[config.mk]
export PLATFORM = sky130hd
export DESIGN_NAME = mdu_ctrl_flat
export DESIGN_NICKNAME = d
export VERILOG_FILES = /design/src/rtl/mdu_ctrl_if.sv /design/src/rtl/mdu_ctrl.sv /design/src/flat_wrapper.sv
export SDC_FILE = /design/constraint.sdc
export NUM_CORES = 1
export LEC_CHECK = 0
export ABC_CLOCK_PERIOD_IN_PS = 14700
export CAP_MARGIN = 20
export CORE_MARGIN = 1.5
export CORE_UTILIZATION = 44
export CTS_CLUSTER_DIAMETER = 80
export DETAILED_ROUTE_END_ITERATION = 10
export HOLD_SLACK_MARGIN = 0.15
export PLACE_DENSITY = 0.87
export RECOVER_POWER = 25
export SLEW_MARGIN = 25
export SYNTH_ARGS = -nofsm -noshare
export SYNTH_HDL_FRONTEND = slang
export SYNTH_SLANG_ARGS = --single-unit
[constraint.sdc]
create_clock -name clock -period 14.7 [get_ports clock]
set_input_delay 2.94 -clock clock [delete_from_list [all_inputs] [get_ports clock]]
set_output_delay 2.94 -clock clock [all_outputs]
set_load 0.01 [all_outputs]
[src/rtl/mdu_ctrl_if.sv]
// Request/response handshake between the execute stage and the mul/div sequencer.
// The master side is the execute stage; the slave side is mdu_ctrl.
interface mdu_ctrl_if #(
  parameter int XLEN = 64
);
  logic            req_valid;
  logic            req_ready;
  logic [2:0]      req_op;
  logic [XLEN-1:0] req_src1;
  logic [XLEN-1:0] req_src2;
  logic            resp_valid;
  logic            resp_ready;
  logic [XLEN-1:0] resp_data;

  modport master (
    output req_valid, req_op, req_src1, req_src2, resp_ready,
    input  req_ready, resp_valid, resp_data
  );

  modport slave (
    input  req_valid, req_op, req_src1, req_src2, resp_ready,
    output req_ready, resp_valid, resp_data
  );
endinterface

[src/rtl/mdu_ctrl.sv]
// Sequencer between execute and the iterative mul/div datapath, with a
// companion-result cache that answers div->rem / rem->div pairs without relaunching.
//
//  state | meaning
//  IDLE  | waiting for a request
//  BUSY  | op launched, waiting for mdu_done
//  DRAIN | op flushed while in flight, waiting for mdu_done to resync
//  HOLD  | result presented, waiting for the consumer
module mdu_ctrl #(
  parameter int XLEN    = 64,
  parameter bit FUSE_EN = 1'b1
) (
  input  logic            clock,
  input  logic            reset,
  input  logic            flush,
  mdu_ctrl_if.slave       bus,
  output logic            mdu_start,
  output logic [2:0]      mdu_op,
  output logic [XLEN-1:0] mdu_src1,
  output logic [XLEN-1:0] mdu_src2,
  input  logic            mdu_done,
  input  logic [XLEN-1:0] mdu_res,
  input  logic [XLEN-1:0] mdu_alt
);

  localparam logic [1:0] ST_IDLE  = 2'd0;
  localparam logic [1:0] ST_BUSY  = 2'd1;
  localparam logic [1:0] ST_DRAIN = 2'd2;
  localparam logic [1:0] ST_HOLD  = 2'd3;

  logic [1:0]      state;
  logic [XLEN-1:0] resp_data_q;

  logic            cache_valid;
  logic            cache_signed;
  logic [2:0]      cache_op;
  logic [XLEN-1:0] cache_src1;
  logic [XLEN-1:0] cache_src2;
  logic [XLEN-1:0] cache_alt;

  logic take_resp;
  logic req_ready_c;
  logic accept;
  logic cache_hit;
  logic cache_load;

  always_comb begin
    take_resp   = (state == ST_HOLD) && bus.resp_ready && !flush;
    req_ready_c = !flush && ((state == ST_IDLE) || take_resp);
    accept      = bus.req_valid && req_ready_c;
    // div/rem ops have op[2] set; the companion differs only in op[1]
    cache_hit   = FUSE_EN && cache_valid && bus.req_op[2]
                  && (cache_op == (bus.req_op ^ 3'b010))
                  && (cache_signed == !bus.req_op[0])
                  && (cache_src1 == bus.req_src1)
                  && (cache_src2 == bus.req_src2);
    cache_load  = FUSE_EN && mdu_done && mdu_op[2]
                  && ((state == ST_BUSY) || (state == ST_DRAIN));
  end

  assign bus.req_ready  = req_ready_c;
  assign bus.resp_valid = (state == ST_HOLD);
  assign bus.resp_data  = resp_data_q;

  always_ff @(posedge clock or posedge reset) begin
    if (reset) begin
      state       <= ST_IDLE;
      mdu_start   <= 1'b0;
      mdu_op      <= 3'd0;
      mdu_src1    <= '0;
      mdu_src2    <= '0;
      resp_data_q <= '0;
    end else begin
      mdu_start <= 1'b0;
      case (state)
        ST_IDLE, ST_HOLD: begin
          if (accept) begin
            mdu_op   <= bus.req_op;
            mdu_src1 <= bus.req_src1;
            mdu_src2 <= bus.req_src2;
            if (cache_hit) begin
              state       <= ST_HOLD;
              resp_data_q <= cache_alt;
            end else begin
              state     <= ST_BUSY;
              mdu_start <= 1'b1;
            end
          end else if ((state == ST_HOLD) && (flush || bus.resp_ready)) begin
            state <= ST_IDLE;
          end
        end
        ST_BUSY: begin
          if (mdu_done) begin
            if (!flush) begin
              state       <= ST_HOLD;
              resp_data_q <= mdu_res;
            end else begin
              state <= ST_IDLE;
            end
          end else if (flush) begin
            state <= ST_DRAIN;
          end
        end
        ST_DRAIN: begin
          if (mdu_done) begin
            state <= ST_IDLE;
          end
        end
        default: state <= ST_IDLE;
      endcase
    end
  end

  // Loads even when the result itself is discarded by a flush.
  always_ff @(posedge clock or posedge reset) begin
    if (reset) begin
      cache_valid  <= 1'b0;
      cache_signed <= 1'b0;
      cache_op     <= 3'd0;
      cache_src1   <= '0;
      cache_src2   <= '0;
      cache_alt    <= '0;
    end else if (cache_load) begin
      cache_valid  <= 1'b1;
      cache_signed <= !mdu_op[0];
      cache_op     <= mdu_op;
      cache_src1   <= mdu_src1;
      cache_src2   <= mdu_src2;
      cache_alt    <= mdu_alt;
    end
  end

endmodule

[src/flat_wrapper.sv]
// flat-port wrapper written by rule: the top's interface ports become plain ports
module mdu_ctrl_flat 
#(
  parameter int XLEN    = 64,
  parameter bit FUSE_EN = 1'b1
)
  (clock, reset, flush, mdu_start, mdu_op, mdu_src1, mdu_src2, mdu_done, mdu_res, mdu_alt, bus_req_valid, bus_req_op, bus_req_src1, bus_req_src2, bus_resp_ready, bus_req_ready, bus_resp_valid, bus_resp_data);
  mdu_ctrl_if #(.XLEN(XLEN)) bus_i ();
  input  logic clock;
  input  logic reset;
  input  logic flush;
  output logic mdu_start;
  output logic [2:0] mdu_op;
  output logic [XLEN-1:0] mdu_src1;
  output logic [XLEN-1:0] mdu_src2;
  input  logic mdu_done;
  input  logic [XLEN-1:0] mdu_res;
  input  logic [XLEN-1:0] mdu_alt;
  input wire logic [$bits(bus_i.req_valid)-1:0] bus_req_valid;
  input wire logic [$bits(bus_i.req_op)-1:0] bus_req_op;
  input wire logic [$bits(bus_i.req_src1)-1:0] bus_req_src1;
  input wire logic [$bits(bus_i.req_src2)-1:0] bus_req_src2;
  input wire logic [$bits(bus_i.resp_ready)-1:0] bus_resp_ready;
  output wire logic [$bits(bus_i.req_ready)-1:0] bus_req_ready;
  output wire logic [$bits(bus_i.resp_valid)-1:0] bus_resp_valid;
  output wire logic [$bits(bus_i.resp_data)-1:0] bus_resp_data;
  assign bus_i.req_valid = bus_req_valid;
  assign bus_i.req_op = bus_req_op;
  assign bus_i.req_src1 = bus_req_src1;
  assign bus_i.req_src2 = bus_req_src2;
  assign bus_i.resp_ready = bus_resp_ready;
  assign bus_req_ready = bus_i.req_ready;
  assign bus_resp_valid = bus_i.resp_valid;
  assign bus_resp_data = bus_i.resp_data;
  mdu_ctrl #(.XLEN(XLEN), .FUSE_EN(FUSE_EN)) u_core (.clock(clock), .reset(reset), .flush(flush), .bus(bus_i), .mdu_start(mdu_start), .mdu_op(mdu_op), .mdu_src1(mdu_src1), .mdu_src2(mdu_src2), .mdu_done(mdu_done), .mdu_res(mdu_res), .mdu_alt(mdu_alt));
endmodule
==> results of run 1 <==
worst paths after layout:
path	depth (start not counted)	startpoint	to
worst min-delay path	1	u_core.cache_valid	u_core.cache_valid
max in group clock	4	bus_resp_ready	bus_req_ready
min in group asynchronous	2	reset	u_core.cache_src1[61]
worst max register to register	5	u_core.state[0]	u_core.cache_src2[36]
worst max-delay path	2	reset	u_core.cache_alt[56]
worst min register to register	1	u_core.cache_valid	u_core.cache_valid
synth_stat cells:
cell type	count	share of area
nand2_1	397	0.088
dfrtp_1	395	0.58
mux2_2	316	0.21
xor2_1	100	0.052
clkbuf_1	57	0.013
xnor2_1	29	0.015
nor4_1	27	0.010
nand4_1	14	0.0052
mux2_1	7	0.0047
nand3_1	6	0.0018
o21ai_0	6	0.0018
buf_6	4	0.0027
ha_1	4	0.0030
inv_1	4	0.00089
nand2b_1	4	0.0015
a21oi_1	3	0.00089
buf_4	2	0.00089
nor2_1	2	0.00044
nor3_1	2	0.00059
a21o_1	1	0.00044
and2_1	1	0.00037
buf_1	1	0.00022
nand3b_1	1	0.00044
nor2b_1	1	0.00037
nor3b_1	1	0.00044
o211ai_1	1	0.00044
o21ai_4	1	0.00096
registers in the layout, indices dropped and copies added (netlist names):
name	flops
u_core.bus.resp_data	64
u_core.cache_op	3
u_core.mdu_src2	64
u_core.mdu_start	1
u_core.cache_valid	1
u_core.state	2
u_core.mdu_src1	64
u_core.cache_src2	64
u_core.mdu_op	3
u_core.cache_alt	64
u_core.cache_src1	64
u_core.cache_signed	1
power by group through the flow:
stage               sequential (mW)  clock [mW]  combinational (mW)
finish                         1.94        1.02                1.98
CTS                            1.93        1.05                2.02
global placement               1.90           0                1.93
detailed placement             1.95           0                1.99
global route                   2.00        1.09                2.13
floorplan                      1.99           0               0.984
routing by layer:
layer / vias up / routed length [um] / GRT usage
met5: - / 26 / 0
met4: 6 / 2930 / 0.154
met3: 126 / 4490 / 0.0808
met2: 446 / 25000 / 0.423
met1: 6140 / 19100 / 0.289
li1: 5541 / - / -
cells in the final DEF (no fill, tap or decap), types with 4 or more instances in the layout:
cell type / netlist / layout
nand3_1: 6 / 6
diode_2: 0 / 4
clkbuf_1: 57 / 8
clkinv_2: 0 / 8
mux2_2: 316 / 316
buf_4: 2 / 4
dlygate4sd3_1: 0 / 33
mux2_1: 7 / 7
nor4_1: 27 / 27
nand2_1: 397 / 397
clkbuf_8: 0 / 10
dfrtp_1: 395 / 395
o21ai_0: 6 / 6
nand4_1: 14 / 14
xnor2_1: 29 / 29
xor2_1: 100 / 100
clkdlybuf4s50_1: 0 / 429
clkbuf_16: 0 / 43
final cells by class:
cell class,count,area share
Sequential cell,395,0.423
Clock buffer,61,0.0532
Clock inverter,12,0.00321
Multi-Input combinational cell,924,0.289
Inverter,4,0.000696
Antenna cell,4,0.000428
Tap cell,511,0.0274
Timing Repair Buffer,471,0.203
per-stage QoR:
step	utilization	total power [mW]	cell area, um^2	instances	hold WS [ns]
after floorplan	-	2.97	16900	1387	0.435
after global placement	0.583	3.83	22000	2304	0.449
after detailed placement	0.584	3.94	22000	2305	0.453
after CTS	0.619	5.00	23400	2378	0.470
after global routing	0.619	5.21	23400	2382	0.482
final	0.619	4.94	23400	2382	0.469
cell families after synthesis:
kind of cell,after synthesis
simple gates,456
flops,395
mux,323
xor+xnor,129
buf+inv,68
compound gates,12
fa+ha+maj,4
==> run summary, run 1 <==
status -> complete, but fails checks
failing checks -> capacitance limit, slew limit
crit start category -> primary input
initial antenna violation count -> 7
largest family of logic cells by synthesized area -> multiplexers
via count -> 12300
Int Power -> 3.29 mW
net switching power -> 1.66 mW
Layout area overhead -> 38.1%
Initial DRC Count -> 534
Logic pwr share -> 0.401
Critical Path End Type -> async pin
die area -> 0.0396 mm^2
Root Buffer -> clkbuf_16
vias in the first global route -> 13000
Hold-fix buffers, CTS -> 0
critical path arrival -> 7.08 ns
Cell variety after synth -> 27
Synth Area in XOR/XNOR -> 0.0668
Num CTS Buffers -> 43
warnings from Yosys -> 0
Setup WS pre-CTS -> 7.60 ns
DR pass1 iterations -> 4
routed vias/inst -> 5.15
DRT Wirelength -> 51600 um
Worst-Margin Slew -> 6.22 ns
maximum clock insertion buffer count -> 3
GRT Resource Usage Total -> 0.256
CTS sink cnt -> 395
Period Utilization, post-route -> 0.514
clk slew on worst S/H paths -> 0.06 ns
Clock Latency Late Sink -> 0.56 ns
Worst Path Buf+Inv -> 2
worst hold path type -> reg -> reg
wire length per cell -> 21.6 um
relative slew slack -> -3.17
setup slack after layout -> 7.14 ns
Reg2Reg Setup Slack -> 10.38 ns
Period minus WS final -> 7.56 ns
Cell Pwr Density -> 212 mW/mm^2
CTS H-Tree Depth -> 2
row cnt -> 71
f_max -> 132 MHz
Die Width -> 199 um
Final Slew Violations -> 188
max-cap viol count -> 2
crit-path cells -> dlygate4sd3_1, clkinvlp_2
Syn Area/Cell -> 12.2 um^2
maximum vdd drop -> 0.143 mV
largest net degree at the start of global routing -> 176
area of the multi-input gates -> 0.00676 mm^2
Routed Antenna Nets -> 0
CTS tree -> yes
DP Wirelength -> 36400 um
remaining global-route overflow -> 0
RSZ-0062 raised after global routing -> false
syn nets -> 1656
Vert. Die Dim -> 199 um
Top Ports -> 463
Initial Util -> 0.448
sequential share of power -> 0.392
routability cong. -> 0.832
crit path kind -> in -> async
Yosys reg bits -> 395
switching part of the total -> 0.335
Post-CTS Resized -> 0
Setup Viol. Count Final -> 0
Setup Buffers After CTS -> 0
share of cells above drive strength 1 -> 0.212
clock network power share -> 0.207
Layout Skew -> 0.0159 ns
Cells after Synth -> 1387
first-pass GRT wire length -> 75600 um
Sequential Area -> 0.00988 mm^2
TNS Setup -> 0 ns
filler instances -> 2786
nets@finish -> 2108
critical path peak fanout -> 140
CP max stage cell -> clkinvlp_2
top cell family by delay on the critical path -> buffers and inverters
Mapped Area -> 0.0169 mm^2
area fraction in compound gates after synthesis -> 0.00451
simple-gate portion of the synthesized area -> 0.109
Synth Area in Adders -> 0.00296
CORE AREA -> 0.0378 mm^2
# port buffers -> 462
static leakage -> 10.7 nW
Max stage delay on crit path -> 3.41 ns
sequential element share of the synthesized area -> 0.584
CP Data Required Time -> 14.22 ns
mux contribution to synthesized area -> 0.215
Final Hold Viols -> 0
DRC viols -> 0
No activity file was read; power rests on OpenSTA's default activity.
==> inputs of run 2 (changes only) <==
--- a/config.mk
+++ b/config.mk
@@ -5,7 +5,7 @@
 export SDC_FILE = /design/constraint.sdc
 export NUM_CORES = 1
 export LEC_CHECK = 0
-export ABC_CLOCK_PERIOD_IN_PS = 14700
+export ABC_CLOCK_PERIOD_IN_PS = 6140
 export CAP_MARGIN = 20
 export CORE_MARGIN = 1.5
 export CORE_UTILIZATION = 44
==> constraint.sdc (replaced) <==
create_clock -name clock -period 6.14 [get_ports clock]
set_input_delay 1.228 -clock clock [delete_from_list [all_inputs] [get_ports clock]]
set_output_delay 1.228 -clock clock [all_outputs]
set_load 0.01 [all_outputs]
==> run summary, run 2 (same netlist as run 1, synthesis figures left out) <==
status -> complete, but fails checks
failing checks -> capacitance limit, slew limit
share of cells above drive strength 1 -> 0.211
via count -> 12100
Reg2Reg Setup Slack -> 2.42 ns
wire length per cell -> 21.6 um
Final Slew Violations -> 169
CP max stage cell -> buf_4
CTS tree -> yes
maximum clock insertion buffer count -> 3
most frequent cells in the layout -> clkdlybuf4s50_1 (461), nand2_1 (397), dfrtp_1 (395)
Period Utilization, post-route -> 0.731
Initial DRC Count -> 531
DRT Wirelength -> 51500 um
worst hold start -> u_core.cache_valid
Post-CTS Resized -> 0
Die Width -> 199 um
nets@finish -> 2107
critical path peak fanout -> 64
TNS Setup -> 0 ns
routed vias/inst -> 5.09
CTS sink cnt -> 395
DRT met1 WL -> 18800 um
CP Data Required Time -> 6.57 ns
Max stage delay on crit path -> 0.70 ns
RSZ-0062 raised after global routing -> false
maximum vdd drop -> 0.369 mV
remaining global-route overflow -> 0
max-cap viol count -> 1
CTS H-Tree Depth -> 2
DP Wirelength -> 35900 um
crit-path cells -> clkdlybuf4s50_1, xor2_1, nor4_1, nand4_1, nor3_1, nand4_1, o21ai_4, buf_4, mux2_2
die area -> 0.0396 mm^2
met3 WL -> 4780 um
Hold-fix buffers, CTS -> 0
Setup Buffers After CTS -> 0
Period minus WS final -> 4.49 ns
vias in the first global route -> 13000
Vert. Die Dim -> 199 um
Layout area overhead -> 38.8%
crit path kind -> in -> reg
routability cong. -> 0.800
Worst R2R Start -> u_core.cache_src1[8]
commonest non-fill, non-tap cell in the layout -> clkdlybuf4s50_1
# port buffers -> 462
top cell family by delay on the critical path -> simple AND/OR/NAND/NOR gates
DR top layer -> met5
Clock Latency Late Sink -> 0.56 ns
Initial Util -> 0.448
row cnt -> 71
Top Ports -> 463
DR pass1 iterations -> 5
first-pass GRT wire length -> 75900 um
Root Buffer -> clkbuf_16
CORE AREA -> 0.0378 mm^2
Critical Path End Type -> register
f_max -> 223 MHz
Worst Path Buf+Inv -> 2
GRT Resource Usage Total -> 0.256
WL met2 -> 25500 um
worst hold path type -> reg -> reg
Routed Antenna Nets -> 0
Tot Pwr -> 12.1 mW
Layout Skew -> 0.0136 ns
Worst-Margin Slew -> 2.32 ns
Final Hold Viols -> 0
critical path arrival -> 4.92 ns
static leakage -> 10.7 nW
Worst Setup SP -> bus_req_src2[37]
DRC viols -> 0
Cell Pwr Density -> 513 mW/mm^2
largest net degree at the start of global routing -> 169
Num CTS Buffers -> 42
crit start category -> primary input
Setup Viol. Count Final -> 0
clk slew on worst S/H paths -> 0.06 ns
relative slew slack -> -0.548
initial antenna violation count -> 7
most frequent CP cell -> nand4_1
==> run 2: cell types whose count changed in the layout (fill, tap and decap cells not counted), sizes merged <==
cell	delta
clkinv	-5
clkdlybuf4s50	+32
clkbuf	+5
inv	-2
clkinvlp	+1
bufinv	+4
diode	+1
dlygate4sd3	-32
buf	-1
==> run 2: final timing paths <==
kind / cells past startpoint / endpoint
setup reg to reg: 8 / u_core.bus.resp_data[45]
max in group asynchronous: 3 / u_core.mdu_src1[10]
hold reg to reg: 1 / u_core.cache_valid
setup / recovery: 9 / u_core.bus.resp_data[45]
min in group asynchronous: 2 / u_core.mdu_src2[57]
hold / removal: 1 / u_core.cache_valid
==> run 2: power by group <==
part	total [mW]	switching [mW]	internal (mW)
Sequential	4.65	0.831	3.82
Clock	2.61	1.04	1.57
Combinational	4.79	2.12	2.67
==> run 2: cell type report <==
type                            instances  area (um^2)
Fill cell                            2770        14300
Clock buffer                           65         1250
Antenna cell                            5         12.5
Timing Repair Buffer                  471         4750
Multi-Input combinational cell        924         6780
Inverter                                4         16.3
Tap cell                              511          639
Clock inverter                         10          160
Sequential cell                       395         9880
==> run 2: per-layer routing <==
layer,vias up,track usage
met2,445,0.438
met5,-,0
met1,6068,0.282
li1,5528,-
met4,6,0.123
met3,100,0.0933
==> run 2: per-stage QoR <==
stage	utilization	worst slack (ns)	hold slack, ns	area, um^2	std cells
6_report	0.622	1.65	0.483	23500	2385
3_5_place_dp	0.584	1.03	0.457	22100	2304
2_1_floorplan	-	-0.404	0.435	16900	1387
3_3_place_gp	0.584	0.880	0.452	22000	2304
5_1_grt	0.622	1.47	0.496	23500	2384
4_1_cts	0.621	1.60	0.481	23500	2379
==> inputs of run 3 (changes only) <==
--- a/config.mk
+++ b/config.mk
@@ -5,14 +5,14 @@
 export SDC_FILE = /design/constraint.sdc
 export NUM_CORES = 1
 export LEC_CHECK = 0
-export ABC_CLOCK_PERIOD_IN_PS = 6140
+export ABC_CLOCK_PERIOD_IN_PS = 4650
 export CAP_MARGIN = 20
 export CORE_MARGIN = 1.5
-export CORE_UTILIZATION = 44
+export CORE_UTILIZATION = 45
 export CTS_CLUSTER_DIAMETER = 80
 export DETAILED_ROUTE_END_ITERATION = 10
 export HOLD_SLACK_MARGIN = 0.15
-export PLACE_DENSITY = 0.87
+export PLACE_DENSITY = 0.85
 export RECOVER_POWER = 25
 export SLEW_MARGIN = 25
 export SYNTH_ARGS = -nofsm -noshare
==> constraint.sdc (replaced) <==
create_clock -name clock -period 4.65 [get_ports clock]
set_input_delay 0.93 -clock clock [delete_from_list [all_inputs] [get_ports clock]]
set_output_delay 0.93 -clock clock [all_outputs]
set_load 0.01 [all_outputs]
==> run summary, run 3 (same netlist as run 1, synthesis figures left out) <==
status -> complete, but fails checks
failing checks -> capacitance limit, slew limit
DR top layer -> met4
DP Wirelength -> 35200 um
Initial Util -> 0.460
wire length per cell -> 20.9 um
first-pass GRT wire length -> 74400 um
RSZ-0062 raised after global routing -> false
Vert. Die Dim -> 197 um
nets@finish -> 2118
DRT met1 WL -> 18300 um
Routed Antenna Nets -> 0
Cell Pwr Density -> 673 mW/mm^2
share of cells above drive strength 1 -> 0.214
Final Slew Violations -> 345
worst hold path type -> reg -> reg
via count -> 12000
CTS tree -> yes
Top Ports -> 463
die area -> 0.0388 mm^2
max-cap viol count -> 4
Hold WS -> 0.466 ns
GRT Resource Usage Total -> 0.253
vias in the first global route -> 12900
clk slew on worst S/H paths -> 0.06 ns
Placed Area -> 0.0221 mm^2
met3 WL -> 4610 um
Worst-Margin Slew -> 2.29 ns
initial antenna violation count -> 4
routed vias/inst -> 5.11
crit-path cells -> clkdlybuf4s50_1, xor2_1, nor4_1, nand4_1, nor3_1, nand4_1, o21ai_4, buf_12, mux2_2
Clock Latency Late Sink -> 0.56 ns
Final Hold Viols -> 0
DR pass1 iterations -> 4
maximum vdd drop -> 0.458 mV
CORE AREA -> 0.0368 mm^2
Worst R2R Start -> u_core.cache_src1[34]
commonest non-fill, non-tap cell in the layout -> clkdlybuf4s50_1
Layout Skew -> 0.0193 ns
most frequent CP cell -> nand4_1
remaining global-route overflow -> 0
most frequent cells in the layout -> clkdlybuf4s50_1 (461), nand2_1 (397), dfrtp_1 (395)
Setup Buffers After CTS -> 0
critical path arrival -> 4.10 ns
Period minus WS final -> 3.67 ns
Hold-fix buffers, CTS -> 0
crit path kind -> in -> reg
Max stage delay on crit path -> 0.68 ns
critical path peak fanout -> 64
CP max stage cell -> nor4_1
Layout area overhead -> 38.6%
largest net degree at the start of global routing -> 151
DRC viols -> 0
WL met2 -> 24300 um
Die Width -> 197 um
f_max -> 272 MHz
CTS sink cnt -> 395
DRT Wirelength -> 49300 um
Root Buffer -> clkbuf_16
Final Util -> 0.637
maximum clock insertion buffer count -> 3
CP Data Required Time -> 5.08 ns
CTS H-Tree Depth -> 2
# port buffers -> 462
Worst Setup SP -> bus_req_src2[29]
Setup Viol. Count Final -> 0
worst hold start -> u_core.cache_op[2]
Num CTS Buffers -> 42
row cnt -> 70
static leakage -> 10.7 nW
routability cong. -> 0.831
relative slew slack -> -0.523
Period Utilization, post-route -> 0.790
Initial DRC Count -> 473
post-route cell area -> 0.0234 mm^2
Post-CTS Resized -> 0
crit start category -> primary input
Critical Path End Type -> register
## run 3: report_power, final
| group | leakage [nW] | total (mW) | switching, mW | internal [mW] |
|---|---|---|---|---|
| Combinational | 5.13 | 6.28 | 2.74 | 3.54 |
| Clock | 0.683 | 3.37 | 1.36 | 2.01 |
| Sequential | 4.92 | 6.12 | 1.08 | 5.05 |
## run 3: worst paths after layout
| kind | cells after the start | end | slack, ns |
|---|---|---|---|
| max in group asynchronous | 3 | u_core.bus.resp_data[5] | 1.15 |
| worst min register to register | 1 | u_core.cache_op[2] | 0.47 |
| min in group asynchronous | 2 | u_core.bus.resp_data[31] | 0.89 |
| worst max-delay path | 9 | u_core.bus.resp_data[33] | 0.98 |
| worst max register to register | 8 | u_core.bus.resp_data[33] | 1.44 |
| worst min-delay path | 1 | u_core.cache_op[2] | 0.47 |
## run 3: area by class of cell
class / count / area, um^2
Multi-Input combinational cell: 924 / 6770
Clock buffer: 64 / 1240
Fill cell: 2729 / 13300
Tap cell: 468 / 586
Timing Repair Buffer: 482 / 4800
Inverter: 4 / 16.3
Antenna cell: 4 / 10.0
Clock inverter: 12 / 141
Sequential cell: 395 / 9880
## run 3: critical path: cells and delay by family
kind	cells	cell delay [ns]
buf+inv	2	0.78
xor+xnor	1	0.19
mux	1	0.38
simple gates	4	1.54
compound gates	1	0.22
## run 3: metal layers
| layer | vias up | GRT usage |
|---|---|---|
| met2 | 423 | 0.431 |
| li1 | 5551 | - |
| met5 | - | 0 |
| met4 | 0 | 0.118 |
| met1 | 5956 | 0.282 |
| met3 | 101 | 0.0915 |
## run 3: metrics by stage
stage / power, mW / setup WS [ns] / setup TNS [ns] / cells
6_report: 15.8 / 0.977 / 0 / 2353
5_1_grt: 16.6 / 0.577 / 0 / 2350
4_1_cts: 15.9 / 1.03 / 0 / 2349
2_1_floorplan: 9.39 / -1.60 / -630.35 / 1387
3_3_place_gp: 12.2 / 0.454 / 0 / 2273
3_5_place_dp: 12.5 / 0.426 / 0 / 2273
==> edit: new RTL, settings of run 2 <==
`XLEN` is set to 64 in 3 places; all go to 32.
--- a/src/rtl/mdu_ctrl_if.sv
+++ b/src/rtl/mdu_ctrl_if.sv
@@ -3,3 +3,3 @@
 interface mdu_ctrl_if #(
-  parameter int XLEN = 64
+  parameter int XLEN = 32
 );
--- a/src/rtl/mdu_ctrl.sv
+++ b/src/rtl/mdu_ctrl.sv
@@ -9,3 +9,3 @@
 module mdu_ctrl #(
-  parameter int XLEN    = 64,
+  parameter int XLEN    = 32,
   parameter bit FUSE_EN = 1'b1
--- a/src/flat_wrapper.sv
+++ b/src/flat_wrapper.sv
@@ -3,3 +3,3 @@
 #(
-  parameter int XLEN    = 64,
+  parameter int XLEN    = 32,
   parameter bit FUSE_EN = 1'b1
Interface: changed (7 resized); port bits go from 463 to 239. No check against the original RTL was run, so the function may have changed too.
==> edit against run 2 <==
- the flow still finishes with violations (max-capacitance violations, max-slew violations)
- register-to-register slack improved by 790 ps
- power decreased by 47%
- combinational power decreased by 44%
- sequential power decreased by 47%
- cell area decreased by 47%
- clock power decreased by 51%
- non-clock buffer count decreased by 225
- worst setup slack improved by 670 ps
- routed wire length decreased by 56%
- largest power group unchanged
- area after synthesis decreased by 47%
- largest cell class unchanged
- sequential cell count decreased by 192
- die area decreased by 46%
- sequential share of layout area decreased by 1.2 points
==> edit: results (changes against run 2) <==
outcome - complete, but fails checks
failing checks - max-capacitance violations, max-slew violations
clock buffer count from CTS - 22 (-48%)
CLK BUF - 33 (-49%)
worst-path maximum fanout - 2 (-97%)
initial DRC count - 221 (-58%)
total vias in the final route - 5885 (-52%)
leakage - 5.29 nW (-51%)
# diodes - 0 (-5)
GR met1 Demand/Resource - 0.292 (+0.0104)
TritonRoute pass-1 iters - 4 (-1)
gpl congestion - 0.805 (+0.66%)
worst skew pair latency - 500 ps (-60 ps)
Nets - 996 (-53%)
# fillers - 1543 (-44%)
largest net degree at the start of global routing - 158 (-6.5%)
PortBufs - 238 (-48%)
Worst Hold Slack - 467 ps (-15.7 ps)
vias in the first global route - 6287 (-52%)
Critical Path AT - 2590 ps (-2330 ps)
H-Tree Depth - 1 (-1)
Seq/Total Area, Yosys - 0.564 (-0.0201)
clk cell area share - 0.0564 (-0.00355)
Hold Path Depth - 1 (unchanged)
most frequent cells after synthesis - 203 x dfrtp_1, 199 x mux2_2, 58 x xor2_1, 30 x mux2_4, 27 x nor4_1
Layout Skew - 13.2 ps (-0.368 ps)
multi-input gates - 378 (-59%)
Slew Viols, Final - 47 (-72%)
multi-input combinational area share - 0.307 (+0.0188)
layout cells sized above 1 - 0.314 (+0.103)
most common cell in the netlist - dfrtp_1
Syn Nets - 752 (-55%)
Signal buffers - 246 (-48%)
Max Cap Viol - 1 (unchanged)
Peak supply drop - 294 uV (-20%)
GR Util All Layers - 0.214 (-0.0425)
first-pass GRT wire length - 35700 um (-53%)
WL per Instance - 20.1 um (-7.0%)
max_slew headroom - -0.641 (-0.0931)
Comb group - 2.66 mW (-44%)
[edit: cell types whose count changed in the layout (fill, tap and decap cells not counted), moves of 5 or more]
| cell | change |
|---|---|
| nand2_1 | -393 |
| nand4_1 | -7 |
| mux2_2 | -117 |
| xnor2_1 | -22 |
| dfrtp_1 | -192 |
| clkdlybuf4s50_1 | -224 |
| clkbuf_8 | -6 |
| mux2_1 | -7 |
| clkbuf_1 | -5 |
| clkbuf_16 | -20 |
| mux2_4 | +30 |
| nor2_1 | +6 |
| xor2_1 | -42 |
| diode_2 | -5 |
[edit: final timing paths]
check                                   start                       end  slack [ps]
max in group asynchronous               reset   u_core.bus.resp_data[8]        2550
setup reg to reg              u_core.state[1]  u_core.bus.resp_data[18]        3210
hold / removal             u_core.cache_op[2]        u_core.cache_op[2]         470
hold reg to reg            u_core.cache_op[2]        u_core.cache_op[2]         470
min in group asynchronous               reset        u_core.mdu_src1[8]        1440
setup / recovery               bus_resp_ready             bus_req_ready        2330
[edit: metrics by stage]
step	instances	cell area [um2]	utilization	power, mW	setup WS [ps]
after floorplan	611	9010	-	3.92	2280
after global placement	1100	11700	0.580	5.04	2070
after detailed placement	1100	11700	0.580	5.15	2030
after CTS	1139	12400	0.615	6.47	2300
after global routing	1140	12400	0.616	6.77	2060
final	1140	12400	0.616	6.41	2330
[edit: cell families after synthesis]
family,count (synthesis),synth area share
compound gates,12,0.00778
xor+xnor,65,0.0632
fa+ha+maj,4,0.00556
buf+inv,30,0.0150
flops,203,0.564
mux,229,0.299
simple gates,68,0.0453
[edit: routing by layer]
metal  routed length, um  up-vias
li1                    -     2682
met1                9970     2952
met2               10800      220
met3                1570       29
met4                 512        2
met5                  13        -
[edit: critical path, stage by stage]
cell and delay, ps:
clkdlybuf4s50_1 480, a21oi_1 90, nor2_1 200, clkdlybuf4s50_1 590
